`config.mk`:
```
export PLATFORM = sky130hd
export DESIGN_NAME = uart_tx
export DESIGN_NICKNAME = d
export VERILOG_FILES = /design/src/rtl/uart_tx.sv
export SDC_FILE = /design/constraint.sdc
export NUM_CORES = 1
export LEC_CHECK = 0
export CORE_MARGIN = 5
export CORE_UTILIZATION = 30
export CTS_BUF_LIST = sky130_fd_sc_hd__clkbuf_8
export CTS_CLUSTER_DIAMETER = 50
export DETAILED_ROUTE_END_ITERATION = 16
export PLACE_DENSITY = 0.51
export SLEW_MARGIN = 20
export SYNTH_ARGS = -nofsm -noshare
export SYNTH_HDL_FRONTEND = slang
export SYNTH_SLANG_ARGS = --single-unit
```
`constraint.sdc`:
```
create_clock -name clock -period 2.2 [get_ports clock]
set_input_delay 0.55 -clock clock [delete_from_list [all_inputs] [get_ports clock]]
set_output_delay 0.55 -clock clock [all_outputs]
set_load 0.01 [all_outputs]
```
`src/rtl/uart_tx.sv`:
```
// UART transmitter: one word per valid/ready handshake, serialised as
// start bit, DATA_WIDTH data bits LSB first, optional parity, 1 or 2 stop bits.
// Every bit is held for CLKS_PER_BIT clocks; tx is a registered output that
// idles high.
module uart_tx #(
  parameter int CLK_FREQ   = 100_000_000,
  parameter int BAUD_RATE  = 115200,
  parameter int DATA_WIDTH = 8,
  parameter int PARITY_EN  = 0,
  parameter int PARITY_ODD = 0,
  parameter int STOP_BITS  = 1
) (
  input  logic                  clock,
  input  logic                  reset_n,
  input  logic [DATA_WIDTH-1:0] tx_data,
  input  logic                  tx_valid,
  output logic                  tx_ready,
  output logic                  tx,
  output logic                  busy,
  output logic                  done
);

  localparam int CLKS_PER_BIT = CLK_FREQ / BAUD_RATE;
  localparam int CNT_W        = (CLKS_PER_BIT > 1) ? $clog2(CLKS_PER_BIT) : 1;
  localparam int IDX_W        = $clog2(DATA_WIDTH + 1);

  localparam logic [CNT_W-1:0] CNT_LAST  = CNT_W'(CLKS_PER_BIT - 1);
  localparam logic [IDX_W-1:0] IDX_LAST  = IDX_W'(DATA_WIDTH - 1);
  localparam logic [IDX_W-1:0] STOP_LAST = IDX_W'(STOP_BITS - 1);

  // Reject configurations that cannot time a bit or frame correctly.
  if (CLKS_PER_BIT < 2) begin : g_bad_baud
    $fatal(1, "uart_tx: CLKS_PER_BIT must be at least 2");
  end
  if ((STOP_BITS != 1) && (STOP_BITS != 2)) begin : g_bad_stop
    $fatal(1, "uart_tx: STOP_BITS must be 1 or 2");
  end

  typedef enum logic [2:0] {
    S_IDLE   = 3'd0,
    S_START  = 3'd1,
    S_DATA   = 3'd2,
    S_PARITY = 3'd3,
    S_STOP   = 3'd4
  } state_t;

  // Parity of the captured word; odd parity is the inverted even parity.
  function automatic logic calc_parity(input logic [DATA_WIDTH-1:0] d,
                                       input logic odd);
    return (^d) ^ odd;
  endfunction

  state_t                state_q, state_d;
  logic [CNT_W-1:0]      cnt_q, cnt_d;
  logic [IDX_W-1:0]      idx_q, idx_d;
  logic [DATA_WIDTH-1:0] shift_q, shift_d;
  logic                  parity_q, parity_d;
  logic                  tx_q, tx_d;
  logic                  done_q, done_d;
  logic                  bit_tick;

  assign bit_tick = (cnt_q == CNT_LAST);
  assign tx_ready = (state_q == S_IDLE);
  assign busy     = ~tx_ready;
  assign tx       = tx_q;
  assign done     = done_q;

  // Next-state, counters and the next registered line level.
  always_comb begin
    state_d  = state_q;
    cnt_d    = cnt_q;
    idx_d    = idx_q;
    shift_d  = shift_q;
    parity_d = parity_q;
    done_d   = 1'b0;
    tx_d     = 1'b1;

    // The bit-period counter only runs while a frame is on the line.
    if (state_q == S_IDLE) begin
      cnt_d = '0;
    end else if (bit_tick) begin
      cnt_d = '0;
    end else begin
      cnt_d = cnt_q + 1'b1;
    end

    case (state_q)
      S_IDLE: begin
        if (tx_valid) begin
          // Parity is taken now because the shift register is consumed later.
          shift_d  = tx_data;
          parity_d = calc_parity(tx_data, (PARITY_ODD != 0));
          idx_d    = '0;
          state_d  = S_START;
        end else begin
          state_d  = S_IDLE;
        end
      end
      S_START: begin
        if (bit_tick) begin
          state_d = S_DATA;
        end else begin
          state_d = S_START;
        end
      end
      S_DATA: begin
        if (bit_tick) begin
          shift_d = shift_q >> 1'b1;
          if (idx_q == IDX_LAST) begin
            idx_d   = '0;
            state_d = (PARITY_EN != 0) ? S_PARITY : S_STOP;
          end else begin
            idx_d   = idx_q + 1'b1;
          end
        end else begin
          state_d = S_DATA;
        end
      end
      S_PARITY: begin
        if (bit_tick) begin
          state_d = S_STOP;
        end else begin
          state_d = S_PARITY;
        end
      end
      S_STOP: begin
        // idx_q counts stop bits here.
        if (bit_tick) begin
          if (idx_q == STOP_LAST) begin
            idx_d   = '0;
            state_d = S_IDLE;
            done_d  = 1'b1;
          end else begin
            idx_d   = idx_q + 1'b1;
          end
        end else begin
          state_d = S_STOP;
        end
      end
      default: begin
        state_d = S_IDLE;
        cnt_d   = '0;
        idx_d   = '0;
      end
    endcase

    // Line level follows the state being entered so tx stays registered
    // and the first transition appears one cycle after the handshake.
    case (state_d)
      S_IDLE:   tx_d = 1'b1;
      S_START:  tx_d = 1'b0;
      S_DATA:   tx_d = shift_d[0];
      S_PARITY: tx_d = parity_d;
      S_STOP:   tx_d = 1'b1;
      default:  tx_d = 1'b1;
    endcase
  end

  // State and datapath registers; reset leaves the line idling high.
  always_ff @(posedge clock or negedge reset_n) begin
    if (!reset_n) begin
      state_q  <= S_IDLE;
      cnt_q    <= '0;
      idx_q    <= '0;
      shift_q  <= '0;
      parity_q <= 1'b0;
      tx_q     <= 1'b1;
      done_q   <= 1'b0;
    end else begin
      state_q  <= state_d;
      cnt_q    <= cnt_d;
      idx_q    <= idx_d;
      shift_q  <= shift_d;
      parity_q <= parity_d;
      tx_q     <= tx_d;
      done_q   <= done_d;
    end
  end

endmodule

```
==> summary by stage <==
Run status
The flow ran to the end, and the final reports show no timing, DRC or antenna violations.

Timing
The final setup violation count is 0. The maximum clock skew at final layout is 0.00606 ns. Measured against its own limit, the worst slew margin works out to 73.7%. Setup repair after global routing left no endpoint under its margin.

At the pin with the least slew margin, the transition time is 0.394 ns. The count of pins over their slew limit is 0. After layout, the worst setup slack is 0.0835 ns. The share of the clock period used by the worst path is 96.2%. The final sum of negative setup slack is 0 ns. The number of failing hold endpoints at the final stage was 0.

The shortest period the worst path allows is 2.12 ns. Hold timing on the final database bottoms out at a slack of approximately 0.5 ns. The maximum clock frequency is 472 MHz.

Layout
0 antenna diodes ended up in the layout. The top cell types in the final layout, fill and taps aside, are 27 x dfrtp_1, 18 x nor2_1, 17 x nand2_1. The count of fill cells added during filler insertion is roughly 480. The net count of the finished layout is 181. The final standard cell utilization of the core is 37.5%. The most common cell after layout, fill and taps aside is dfrtp_1. The number of cells in the finished layout apart from fillers is about 230. Compared with the post-synthesis result, the final layout area differs by 19.5%. In the final layout, the share of cells above drive strength 1 is 12.7%.

Hold path
Along the worst hold path, the cell count comes to 2. In this run the most critical hold path is launched from shift_q[1]$_DFFE_PN0P_. The min-delay analysis places its worst path in the category flop to flop.

For hold timing, the worst endpoint is shift_q[1]$_DFFE_PN0P_.

Worst setup path
The kind of end point of the critical path is a primary output. The critical path goes through or3_4 -> clkdlybuf4s50_1. At the worst endpoint, the arrival time is approximately 1.6 ns.

Counting both buffers and inverters, the worst setup path holds a total of 1. The category of the worst setup path launch point is a flop. The top fanout value on the critical path is 3.

The slack of the worst reg-to-reg path is 0.17 ns. The worst register-to-register path has a depth of 6. The cell class contributing the biggest share of worst-path delay is buffers and inverters. The startpoint-to-endpoint class of the critical path is flop to primary output. The worst flop-to-flop path startpoint is cnt_q[0]$_DFF_PN0_.

The slowest stage of the critical path is the clkdlybuf4s50_1 cell. The launching element of the worst setup path is state_q[2]$_DFF_PN0_. The endpoint identified for the worst register-to-register timing path is idx_q[3]$_DFFE_PN0P_. The largest single stage delay on the critical path is a little under 0.5 ns. The worst endpoint required time is 1.65 ns.

Synthesis
Counting every net in the synthesized netlist gives approximately 160. The post-synthesis instance area is 1510 sq um. The unique cell type count in the Yosys netlist is 47.

Of the post-synthesis cell area, the dominant cell type holds about 45%. The synthesized instance count is ~150. The async set-or-reset flop fraction in the synthesized netlist is 100%.

During synthesis, Yosys emitted a total of 0 warnings. The top cell type by total area after synthesis is dfrtp_1. The post-synthesis sequential element count is 28.

The post-synthesis average cell area is 10.2 sq um. The number of enable-type register cells in the synthesized netlist is 0. For this run, the register share of the synthesized area comes to 46.4%.

After synthesis, the cell types taking the most area are dfrtp_1 45%, xnor2_1 6.9%, nor2_1 4.5%. The most used flip-flop cell after synthesis is dfrtp_1.

Clock network
After clock tree synthesis, the clock-pin slew on the worst setup and hold paths is ~0.1 ns. The clock tree buffer depth is 2. The level count of the clock H-tree is 1. The TritonCTS buffer count is 3. Hold repair after CTS inserted 0 buffers. The library cell used as clock root buffer is clkbuf_8.

The clock latency of the later-clocked register in the worst-skew pair is 0.27 ns. TritonCTS built the clock tree. The number of clock sinks seen by CTS is 28.

Placement
The wire-length estimate of the detail-placed layout is 2140 um. Prior to clock tree synthesis, the placed netlist has a worst setup slack of roughly 0.17 ns. The count of buffers added on input and output ports is 14. The placer's final routability congestion estimate is 0.764. After detailed placement, the design holds a cell count of about 230.

Floorplanning
The standard cell core area is 4820 sq um. The number of rows in the core area is 25. The floorplan step defined a die boundary enclosing 6560 sq um. For this configuration, the core starts out at a cell density of 31.4%. From left edge to right edge, the die measures 81.0 um. For this design the top-level I/O count stands at 15. In this run the vertical extent of the chip is 81.0 um.

Drt
Dividing the detail-routed wire length by the instance count gives 12.0 um. The final route contains 1088 vias. The routed wire length is 2790 um. The final antenna-violating net count is 0.

The number of DRC violations after detailed routing is 0. The first routing iteration left 44 violations. After detailed routing, the number of vias per cell comes to 4.67. The number of detailed-route iterations in the first pass is 4.

GRT
The number of antenna violations at the first check in global routing was 0. Entering global routing, the biggest net connects 29 pins. The global-route usage over all layers is 9.44%. The number of global-route vias before repair is 1125. The first-pass GRT wire length is 4910 um. The total overflow left after global routing is 0.

Pwr
IR analysis of the VDD net gives a maximum drop of 0.000429 V. Dividing total power by cell area gives a power density of 764 nW/um^2. For this design the static power due to leakage is 0.000784 uW.

Job
The count of maximum capacitance violations is 0.
==> cell usage after synthesis, types with 2 or more instances <==
cell type / instances
xnor2_1: 12
nor3_1: 2
nand2_1: 17
o21ai_0: 4
and3_1: 2
buf_4: 2
nand2b_1: 2
xor2_1: 3
dfrtp_1: 27
a21o_1: 3
buf_2: 2
a2bb2oi_1: 2
a22oi_1: 6
nor2_1: 18
inv_1: 4
and4_1: 3
nand3_1: 7
ha_1: 3
==> metrics by stage <==
step,power (uW),instance area (sq um)
3_3_place_gp,984,1730
2_1_floorplan,898,1510
6_report,1380,1810
5_1_grt,1470,1810
4_1_cts,1400,1810
3_5_place_dp,996,1730
==> area by class of cell <==
class,count,area [sq um],area share [%]
clock buffer,3,41.3,2.28
clock inverter,1,30.0,1.66
inverter,5,18.8,1.04
multi-input combinational,110,756,41.8
sequential,28,702,38.8
tap,67,83.8,4.64
timing repair buffer,19,176,9.76
==> timing repair <==
action / CTS / global route
buffers inserted: 1 / 0
endpoints found under the setup margin: 1 / 0
resized for setup: 1 / 0
==> registers in the layout (all words and copies together), names as in the netlist <==
name and cells:
cnt_q 10, shift_q 8, parity_q 1, state_q 3, tx 1, done 1, idx_q 4
==> how the worst max path moves through the flow <==
stage                      endpoint  slack, ns  cells past startpoint
6_report                       busy       0.08                      2
5_1_grt                        busy       0.03                      2
4_1_cts                        busy       0.07                      2
3_5_place_dp   idx_q[3]$_DFFE_PN0P_       0.17                      5
3_3_place_gp   idx_q[3]$_DFFE_PN0P_       0.19                      5
2_1_floorplan  idx_q[3]$_DFFE_PN0P_       0.39                      6
==> cell families (layout without fill, tap and decap cells) <==
kind of cell | Yosys count | after routing | share of synthesized area, %
compound gates | 26 | 26 | 13.9
xor+xnor | 15 | 15 | 8.69
fa+ha+maj | 3 | 3 | 2.48
buf+inv | 10 | 28 | 3.64
flops | 28 | 28 | 46.4
mux | 1 | 1 | 0.662
simple gates | 65 | 65 | 24.2
==> routing by layer <==
layer	up-vias	global-route usage (%)	part of all wire [%]
met3	2	2.00	2.0
li1	551	-	-
met4	0	3.04	0.90
met1	530	12.1	49
met2	5	15.8	48
met5	-	0	0
==> power breakdown <==
| part | internal, uW | switching [uW] | total (uW) |
|---|---|---|---|
| Sequential | 614 | 83.8 | 698 |
| Clock | 243 | 159 | 402 |
| Combinational | 144 | 137 | 280 |
| Total | 1000 | 379 | 1380 |
==> worst min-delay path, delay by kind of cell (launching register included) <==
family	cells	cell delay, ns
DFF	1	0.35
and+or+nand+nor	2	0.11
Note: power is estimated with default switching activity, not from simulation.
